**config.mk**
```make
export PLATFORM = sky130hd
export DESIGN_NAME = fifo_rd_ctrl_flat
export DESIGN_NICKNAME = d
export VERILOG_FILES = /design/src/rtl/fifo_pkg.sv /design/src/rtl/fifo_rd_ctrl_if.sv /design/src/rtl/sync_2ff.sv /design/src/rtl/fifo_rd_ctrl.sv /design/src/flat_wrapper.sv
export SDC_FILE = /design/constraint.sdc
export NUM_CORES = 1
export LEC_CHECK = 0
export ABC_AREA = 1
export CAP_MARGIN = 20
export CORE_MARGIN = 2
export CORE_UTILIZATION = 30
export CTS_BUF_LIST = sky130_fd_sc_hd__clkbuf_4 sky130_fd_sc_hd__clkbuf_8
export DETAILED_ROUTE_END_ITERATION = 10
export GPL_TIMING_DRIVEN = 0
export PLACE_DENSITY = 0.5
export SLEW_MARGIN = 20
export SYNTH_ARGS = -nofsm -noshare
export SYNTH_HDL_FRONTEND = slang
export SYNTH_HIERARCHICAL = 1
export SYNTH_SLANG_ARGS = --single-unit
```
**constraint.sdc**
```tcl
create_clock -name rclk -period 3 [get_ports rclk]
set_input_delay 0.6 -clock rclk [delete_from_list [all_inputs] [get_ports rclk]]
set_output_delay 0.6 -clock rclk [all_outputs]
set_load 0.01 [all_outputs]
```
**src/rtl/fifo_pkg.sv**
```systemverilog
// Shared helpers for the dual-clock FIFO: Gray/binary conversion and sync depth.
// Conversions work on zero-extended 32-bit values, so any pointer width up to 32 can use them.
package fifo_pkg;

  localparam int SYNC_STAGES = 2;

  function automatic logic [31:0] bin2gray(input logic [31:0] b);
    return b ^ (b >> 1);
  endfunction

  function automatic logic [31:0] gray2bin(input logic [31:0] g);
    logic [31:0] b;
    b = g;
    for (int i = 1; i < 32; i++) begin
      b = b ^ (g >> i);
    end
    return b;
  endfunction

endpackage

```
**src/rtl/fifo_rd_ctrl_if.sv**
```systemverilog
// Valid/ready output stream of the FIFO read side.
// The master drives data and valid; the slave returns ready.
interface fifo_rd_ctrl_if #(
  parameter int DATASIZE = 8
);
  logic [DATASIZE-1:0] dout_data;
  logic                dout_valid;
  logic                dout_ready;

  modport master (output dout_data, output dout_valid, input dout_ready);
  modport slave  (input dout_data, input dout_valid, output dout_ready);
endinterface

```
**src/rtl/sync_2ff.sv**
```systemverilog
// Purpose: N-bit flop-chain synchroniser for a Gray-coded pointer crossing clock domains.
// Latency: SYNC_STAGES clocks.
// Backpressure: none; samples every clock.
module sync_2ff
  import fifo_pkg::*;
#(
  parameter int WIDTH = 5
) (
  input  logic             clk_i,
  input  logic             rst_ni,
  input  logic [WIDTH-1:0] d_i,
  output logic [WIDTH-1:0] q_o
);

  logic [WIDTH-1:0] stage_q [SYNC_STAGES];

  always_ff @(posedge clk_i or negedge rst_ni) begin
    if (!rst_ni) begin
      for (int i = 0; i < SYNC_STAGES; i++) begin
        stage_q[i] <= '0;
      end
    end else begin
      stage_q[0] <= d_i;
      for (int i = 1; i < SYNC_STAGES; i++) begin
        stage_q[i] <= stage_q[i-1];
      end
    end
  end

  assign q_o = stage_q[SYNC_STAGES-1];

endmodule

```
**src/rtl/fifo_rd_ctrl.sv**
```systemverilog
// Purpose: read-side controller of the dual-clock FIFO; owns rptr, empty flags and level.
// Latency: pop to dout_valid 1 clk (fall-through) or 2 clks (registered memory).
// Backpressure: dout_ready low stops pops once the output stage is full.
module fifo_rd_ctrl
  import fifo_pkg::*;
#(
  parameter int    DATASIZE     = 8,
  parameter int    ADDRSIZE     = 4,
  parameter string FALLTHROUGH  = "TRUE",
  parameter int    AEMPTY_LEVEL = 1
) (
  input  logic                rclk,
  input  logic                rrst_n,
  input  logic [ADDRSIZE:0]   wptr_gray,
  output logic [ADDRSIZE:0]   rptr_gray,
  output logic [ADDRSIZE-1:0] raddr,
  output logic                rclken,
  input  logic [DATASIZE-1:0] rdata_mem,
  fifo_rd_ctrl_if.master      dout,
  output logic                rempty,
  output logic                arempty,
  output logic [ADDRSIZE:0]   rlevel
);

  localparam int PW      = ADDRSIZE + 1;
  localparam bit FT_MODE = (FALLTHROUGH == "TRUE");

  logic [PW-1:0]       wq2_gray, wq2_bin;
  logic [PW-1:0]       rbin_q, rbin_d, rptr_gray_q, rlevel_q, rlevel_d;
  logic                rempty_q, rempty_d, arempty_q, arempty_d;
  logic                pop;
  logic [DATASIZE-1:0] dout_q;
  logic                dout_vld_q;

  sync_2ff #(.WIDTH(PW)) u_wptr_sync (
    .clk_i  (rclk),
    .rst_ni (rrst_n),
    .d_i    (wptr_gray),
    .q_o    (wq2_gray)
  );

  assign wq2_bin = PW'(gray2bin(32'(wq2_gray)));

  // Flags come from post-pop pointer values, so they settle in the pop cycle itself.
  assign rbin_d    = rbin_q + PW'(pop);
  assign rlevel_d  = wq2_bin - rbin_d;
  assign rempty_d  = (rbin_d == wq2_bin);
  assign arempty_d = (rlevel_d <= PW'(AEMPTY_LEVEL));

  always_ff @(posedge rclk or negedge rrst_n) begin
    if (!rrst_n) begin
      rbin_q      <= '0;
      rptr_gray_q <= '0;
      rlevel_q    <= '0;
      rempty_q    <= 1'b1;
      arempty_q   <= 1'b1;
    end else begin
      rbin_q      <= rbin_d;
      rptr_gray_q <= PW'(bin2gray(32'(rbin_d)));
      rlevel_q    <= rlevel_d;
      rempty_q    <= rempty_d;
      arempty_q   <= arempty_d;
    end
  end

  generate
    if (FT_MODE) begin : g_fallthrough
      assign pop = !rempty_q && (!dout_vld_q || dout.dout_ready);

      always_ff @(posedge rclk or negedge rrst_n) begin
        if (!rrst_n) begin
          dout_q     <= '0;
          dout_vld_q <= 1'b0;
        end else if (pop) begin
          dout_q     <= rdata_mem;
          dout_vld_q <= 1'b1;
        end else if (dout.dout_ready) begin
          dout_vld_q <= 1'b0;
        end
      end
    end else begin : g_registered
      logic [DATASIZE-1:0] skid_q;
      logic                skid_vld_q, inflight_q, consume, dout_free;
      logic [2:0]          occ;

      assign consume   = dout_vld_q && dout.dout_ready;
      assign dout_free = !dout_vld_q || consume;
      // Words held or already requested, net of the one leaving this cycle.
      assign occ = 3'(dout_vld_q) + 3'(skid_vld_q) + 3'(inflight_q) - 3'(consume);
      assign pop = !rempty_q && (occ < 3'd2);

      always_ff @(posedge rclk or negedge rrst_n) begin
        if (!rrst_n) begin
          dout_q     <= '0;
          dout_vld_q <= 1'b0;
          skid_q     <= '0;
          skid_vld_q <= 1'b0;
          inflight_q <= 1'b0;
        end else begin
          inflight_q <= pop;
          if (dout_free) begin
            if (skid_vld_q) begin
              dout_q     <= skid_q;
              dout_vld_q <= 1'b1;
              skid_vld_q <= inflight_q;
              if (inflight_q) skid_q <= rdata_mem;
            end else if (inflight_q) begin
              dout_q     <= rdata_mem;
              dout_vld_q <= 1'b1;
            end else begin
              dout_vld_q <= 1'b0;
            end
          end else if (inflight_q) begin
            skid_q     <= rdata_mem;
            skid_vld_q <= 1'b1;
          end
        end
      end
    end
  endgenerate

  assign rclken          = pop;
  assign raddr           = rbin_q[ADDRSIZE-1:0];
  assign rptr_gray       = rptr_gray_q;
  assign rempty          = rempty_q;
  assign arempty         = arempty_q;
  assign rlevel          = rlevel_q;
  assign dout.dout_data  = dout_q;
  assign dout.dout_valid = dout_vld_q;

endmodule

```
**src/flat_wrapper.sv**
```systemverilog
// flat-port wrapper written by rule: the top's interface ports become plain ports
module fifo_rd_ctrl_flat import fifo_pkg::*;
#(
  parameter int    DATASIZE     = 8,
  parameter int    ADDRSIZE     = 4,
  parameter string FALLTHROUGH  = "    ",
  parameter int    AEMPTY_LEVEL = 1
)
  (rclk, rrst_n, wptr_gray, rptr_gray, raddr, rclken, rdata_mem, rempty, arempty, rlevel, dout_dout_data, dout_dout_valid, dout_dout_ready);
  fifo_rd_ctrl_if #(.DATASIZE(DATASIZE)) dout_i ();
  input  logic rclk;
  input  logic rrst_n;
  input  logic [ADDRSIZE:0] wptr_gray;
  output logic [ADDRSIZE:0] rptr_gray;
  output logic [ADDRSIZE-1:0] raddr;
  output logic rclken;
  input  logic [DATASIZE-1:0] rdata_mem;
  output logic rempty;
  output logic arempty;
  output logic [ADDRSIZE:0] rlevel;
  output wire logic [$bits(dout_i.dout_data)-1:0] dout_dout_data;
  output wire logic [$bits(dout_i.dout_valid)-1:0] dout_dout_valid;
  input wire logic [$bits(dout_i.dout_ready)-1:0] dout_dout_ready;
  assign dout_dout_data = dout_i.dout_data;
  assign dout_dout_valid = dout_i.dout_valid;
  assign dout_i.dout_ready = dout_dout_ready;
  fifo_rd_ctrl #(.DATASIZE(DATASIZE), .ADDRSIZE(ADDRSIZE), .FALLTHROUGH(FALLTHROUGH), .AEMPTY_LEVEL(AEMPTY_LEVEL)) u_core (.rclk(rclk), .rrst_n(rrst_n), .wptr_gray(wptr_gray), .rptr_gray(rptr_gray), .raddr(raddr), .rclken(rclken), .rdata_mem(rdata_mem), .dout(dout_i), .rempty(rempty), .arempty(arempty), .rlevel(rlevel));
endmodule
```
## Word-level counts from Yosys, hierarchy flattened

Cells that the tools add are included.

| cells by class | value |
|---|---|
| bitwise gates (word level) | 5 |
| equal/unequal tests | 2 |
| magnitude comparators | 2 |
| multiplexer cells | 10 |
| reduce and logical (&&, ||, !) cells | 8 |
| add/subtract/negate cells | 5 |

Operators with widths:

| operator | number |
|---|---|
| $mux W8 | 5 |
| $xor A5 B4 Y5 | 2 |
| $add A5 B1 Y5 | 1 |
| $eq A5 B5 Y1 | 1 |
| $le A5 B1 Y1 const B | 1 |
| $mux W1 | 5 |
| $sub A5 B5 Y5 | 1 |
| $xor A5 B1 Y5 | 1 |
| $xor A5 B2 Y5 | 1 |
| $xor A5 B3 Y5 | 1 |
| $reduce_bool A2 Y1 | 2 |
| $add A2 B1 Y3 | 1 |
| $lt A3 B2 Y1 const B | 1 |
| $sub A3 B1 Y3 | 1 |
| $add A1 B1 Y2 | 1 |
| $logic_and A1 B1 Y1 | 2 |
| $logic_not A1 Y1 | 2 |
| $ne A2 B1 Y1 const B | 1 |
| $reduce_and A2 Y1 | 1 |
| $logic_or A1 B1 Y1 | 1 |

| storage, ports and cells | value |
|---|---|
| word-level logic and storage cells | 44 |
| output and inout port bits | 26 |
| input bits | 16 |
| bits in registers | 46 |

## Longest topological paths before layout

| depth | value |
|---|---|
| depth after elaboration | 8 |
| gate-level depth with buffers | 21 |
| mapped depth without buffers | 21 |

## Modules after synthesis

The synthesis kept the hierarchy.

By module, submodules not included:

| module | times used | cells each | area an instance (um2) | sequential area each (um2) |
|---|---|---|---|---|
| fifo_rd_ctrl | 1 | 195 | 1,816.7 | 878.3 |
| sync_2ff | 1 | 15 | 287.8 | 250.2 |

## Worst setup path before layout

Ideal clock, no wire load.

| path | value |
|---|---|
| kind | reg2reg |
| from | register u_core.dout_vld_q, in the netlist u_core/dout.dout_valid |
| to | register u_core.arempty_q, in the netlist u_core/arempty |
| clock period less this slack | 3,237 ps |
| arrival time | 3,173 ps |
| stages on the path, launching flop included | 22 |
| setup time | 64 ps |
| path slack | -237 ps |
| required time | 2,936 ps |
| buffers on the path | 0 |
| path through | dfrtp_1 ha_1 inv_1 ha_1 xor2_1 ha_1 a211o_1 inv_1 ha_1 ha_1 inv_1 nand3_2 nand2_1 inv_1 ha_1 inv_1 nand2_2 nand2_1 nand2_1 nor2_1 nand3_1 nor2_2 |

| between the ends | value |
|---|---|
| longest elaborated chain between the ends | 8 |
| elaborated cells on any way between the ends | 9 |
| classes of those cells | add/sub: 5; order compare: 2; reduce/logical: 2 |

RTL lines:

| item | RTL line | text |
|---|---|---|
| from (decl) | fifo_rd_ctrl.sv:33 | `logic dout_vld_q;` |
| from (signal assigned) | fifo_rd_ctrl.sv:95 | `dout_vld_q <= 1'b0;` |
| from (signal assigned) | fifo_rd_ctrl.sv:104 | `dout_vld_q <= 1'b1;` |
| from (signal assigned) | fifo_rd_ctrl.sv:109 | `dout_vld_q <= 1'b1;` |
| $add A1 B1 Y2 | fifo_rd_ctrl.sv:89 | `assign occ = 3'(dout_vld_q) + 3'(skid_vld_q) + 3'(inflight_q) - 3'(consume);` |
| $add A2 B1 Y3 | fifo_rd_ctrl.sv:89 |  |
| $sub A3 B1 Y3 * | fifo_rd_ctrl.sv:89 |  |
| $lt A3 B2 Y1 * | fifo_rd_ctrl.sv:90 | `assign pop = !rempty_q && (occ < 3'd2);` |
| $logic_and A1 B1 Y1 * | fifo_rd_ctrl.sv:90 |  |
| named net rclken | flat_wrapper.sv:16 | `output logic rclken;` |
| $add A5 B1 Y5 * | fifo_rd_ctrl.sv:45 | `assign rbin_d = rbin_q + PW'(pop);` |
| named net u_core.rbin_d[1] | fifo_rd_ctrl.sv:29 | `logic [PW-1:0] rbin_q, rbin_d, rptr_gray_q, rlevel_q, rlevel_d;` |
| $sub A5 B5 Y5 * | fifo_rd_ctrl.sv:46 | `assign rlevel_d = wq2_bin - rbin_d;` |
| named net u_core.rlevel_d[2] | fifo_rd_ctrl.sv:29 |  |
| $le A5 B1 Y1 * | fifo_rd_ctrl.sv:48 | `assign arempty_d = (rlevel_d <= PW'(AEMPTY_LEVEL));` |
| named net u_core.arempty_d | fifo_rd_ctrl.sv:30 | `logic rempty_q, rempty_d, arempty_q, arempty_d;` |
| to (signal assigned) | fifo_rd_ctrl.sv:62 | `arempty_q <= arempty_d;` |
| to (decl) | fifo_rd_ctrl.sv:30 |  |

Mark *: on every way through the listed nets, which the timed path passes. The rest lies on a longest branch.
A chain may end at the register's enable or synchronous reset.

## Final worst setup path

| path | value |
|---|---|
| from | register u_core.g_registered.skid_vld_q |
| to | register u_core.arempty_q, in the netlist u_core/arempty |

| between the ends | value |
|---|---|
| longest elaborated chain between the ends | 8 |

RTL lines:

| item | RTL line | text |
|---|---|---|
| from (decl) | fifo_rd_ctrl.sv:83 | `logic skid_vld_q, inflight_q, consume, dout_free;` |
| from (signal assigned) | fifo_rd_ctrl.sv:105 | `skid_vld_q <= inflight_q;` |
| $add A1 B1 Y2 | fifo_rd_ctrl.sv:89 |  |
| $add A2 B1 Y3 | fifo_rd_ctrl.sv:89 |  |
| $sub A3 B1 Y3 | fifo_rd_ctrl.sv:89 |  |
| $lt A3 B2 Y1 | fifo_rd_ctrl.sv:90 |  |
| $logic_and A1 B1 Y1 | fifo_rd_ctrl.sv:90 |  |
| $add A5 B1 Y5 | fifo_rd_ctrl.sv:45 |  |
| $sub A5 B5 Y5 | fifo_rd_ctrl.sv:46 |  |
| $le A5 B1 Y1 | fifo_rd_ctrl.sv:48 |  |
| named net u_core.arempty_d | fifo_rd_ctrl.sv:30 |  |

The timed path passes the listed nets, and every way through them passes these cells.

==> results.md <==
* Vias in the first global route at 1533
* Critical path class: flop to flop
* Critical Path Fanout Max at 4
* Distinct cells, synth at 29
* Die ar. at 7701 um2
* WP data arrival at 3.17 ns
* Clk slew on worst S/H paths at 0.09 ns
* Port buffer count at 41
* Flop2flop setup slack at 0.07 ns
* Detailed placement HPWL at 2942 um
* #FFs+latches synth at 45
* Synthesized area per cell at 10.02 um2
* Critical path startpoint category: flop
* Most frequent cells in the layout: 43 x dfrtp_1, 39 x nand2_1, 38 x clkdlybuf4s50_1
* R2r startpoint: u_core/g_registered.skid_vld_q
* H-Tree Depth at 2
* Fin. max-slew vios at 0
* Root Buffer: clkbuf_8
* CTS tree: built
* Final Hold Violating Endpoints at 0
* Fill cells at 677
* Critical path startpoint: u_core/g_registered.skid_vld_q
* Site row count at 30
* First-pass GRT wire length at 7044 um
* CTS buffer count at 5
* Tmin final at 2.927 ns
* Worst skew pair latency at 0.30 ns
* Fraction of layout cells with a size suffix above 1 at 0.3185
* Ys Warns at 6
* Status: finished clean
* Max Fclk at 0.3416 GHz
* Crit path required time at 3.24 ns
* Max clock buf depth at 2
* IO Pins at 42
* Post-Route WL at 4140 um
* Core Area at 6794 um2
* Syn nets at 234
* Critical R2R Capture: u_core/arempty
* Worst Skew at 0.005252 ns
* Initial Utilization at 0.3098
* Via density per instance at 4.172
* Vias at 1527
* Synth top area share at 0.5113
* Antenna violations before repair at 0
* Mapped Area at 2105 um2
* Die height at 87.76 um
* Commonest non-fill, non-tap cell in the layout: dfrtp_1
* Global route total overflow at 0
* Detailed Route Iter0 Violations at 84
* # clock sinks at 45
* DR WL/cell at 11.31 um
* # DRC at 0
* Die X at 87.76 um
* Worst Setup End Kind: flop
* # diodes at 0
* Routability cong. at 0.7821
* Tot GR Track Use at 0.1194
* Register area share after synthesis at 0.5363
* Utilization after layout at 0.4387
* Nets at 293
* Top cells by area, synth: dfrtp_1 51%, nand2_1 8.0%, ha_1 4.8%
* Worst Tran Pin Value at 0.5266 ns
* Pre-antenna DRT Iters at 4
* Layout area overhead at 41.62%
* Post-Route Hold Slack at 0.2114 ns
* Cells on worst reg2reg path at 18
* Cell taking the most area after synthesis: dfrtp_1
* Final setup viols at 0
* Max-Cap Viols at 0
* Unrepaired setup endpoints after global routing: yes
* Hold Path Class: input port to asynchronous set/reset pin
* Normalized max-slew margin at 0.6489
* Largest net degree at the start of global routing at 31
* Routed Antenna Nets at 0
* CP Capture Point: u_core/arempty
* Tcrit/Tclk final at 0.9757
* Mapped Cells at 210
==> critical path: stages (launching register included) <==
cell and delay (ns):
dfrtp_1 0.39, ha_1 0.29, inv_2 0.04, ha_4 0.15, xor2_2 0.16, ha_1 0.27
a211o_1 0.23, inv_2 0.08, ha_4 0.15, ha_4 0.21, xnor2_4 0.16, ha_4 0.23
nand4_1 0.10, nand2_1 0.07, inv_2 0.06, nand2_1 0.06, nand2_2 0.07, nand3_2 0.06
nor2_2 0.07
==> layer usage <==
| layer | vias up | part of all wire | track usage |
|---|---|---|---|
| li1 | 780 | - | - |
| met1 | 716 | 0.47 | 0.1649 |
| met2 | 25 | 0.48 | 0.1791 |
| met3 | 6 | 0.030 | 0.02922 |
| met4 | 0 | 0.018 | 0.05035 |
| met5 | - | 0 | 0 |
==> cells by family after synthesis <==
kind of cell / count (synthesis) / synth area share
compound gates: 14 / 0.04756
flops: 45 / 0.5363
fa+ha+maj: 8 / 0.04756
xor+xnor: 11 / 0.04935
mux: 8 / 0.04281
simple gates: 90 / 0.1974
buf+inv: 34 / 0.07907
==> worst min-delay path by stage <==
stage / startpoint / end / slack, ns / cells past startpoint
6_report: rrst_n / u_core/u_wptr_sync/stage_q[7] / 0.21 / 1
5_1_grt: rrst_n / u_core/rlevel[1] / 0.23 / 1
3_5_place_dp: u_core/u_wptr_sync/stage_q[5] / u_core/u_wptr_sync/q_o[0] / 0.33 / 0
3_3_place_gp: u_core/u_wptr_sync/stage_q[9] / u_core/u_wptr_sync/q_o[4] / 0.33 / 0
2_1_floorplan: rrst_n / u_core/dout.dout_data[0] / 0.30 / 0
4_1_cts: rrst_n / u_core/rlevel[1] / 0.21 / 1
==> metrics by stage <==
stage | worst slack (ns) | setup TNS [ns] | area, um2 | cells
finish | 0.07297 | 0 | 2980 | 366
global route | -0.08376 | -0.1216 | 2980 | 366
CTS | 0.01063 | 0 | 2908 | 365
detailed placement | -0.5554 | -2.614 | 2685 | 348
global placement | -0.5649 | -2.588 | 2670 | 347
floorplan | 0.01901 | 0 | 2140 | 210
==> synth_stat cells (all sizes together) <==
cell type	count
a211o	1
a21boi	1
a21oi	1
a31oi	8
buf	9
clkbuf	1
dfrtp	43
dfstp	2
ha	8
inv	24
mux2	8
nand2	55
nand3	14
nand3b	2
nand4	3
nor2	16
o21ai	2
o21bai	1
xnor2	4
xor2	7
==> area by class of cell <==
cell class,instances,area (um2),share of cell area
flip-flops and latches,45,1129,0.3787
multi-input cells,131,969.7,0.3254
plain buffers,10,73.82,0.02477
well taps,96,120.1,0.04030
clock inverters,3,22.52,0.007557
repair buffers,52,501.7,0.1683
inverters,24,95.09,0.03191
clock buffers,5,68.82,0.02309
==> sequential cells by signal, indices dropped and copies added, names as in the netlist <==
| register | count |
|---|---|
| u_core/dout.dout_valid | 1 |
| u_core/rempty | 1 |
| u_core/u_wptr_sync/q_o | 5 |
| u_core/u_wptr_sync/stage_q | 5 |
| u_core/rptr_gray | 4 |
| u_core/dout.dout_data | 8 |
| u_core/g_registered.skid_vld_q | 1 |
| u_core/rlevel | 5 |
| u_core/g_registered.skid_q | 8 |
| u_core/arempty | 1 |
| u_core/rbin_q | 5 |
| u_core/g_registered.inflight_q | 1 |
==> timing repair <==
action | 4_1_cts | 5_1_grt
gates resized for setup | 15 | 18
hold buffers | 0 | 0
setup endpoints to repair | 5 | 6
buffers inserted | 9 | 1
pin swaps | 16 | 13
Power is left out: the tool's default activity adds up to more than one toggle a clock period on the data nets, which glitch-free logic cannot reach.
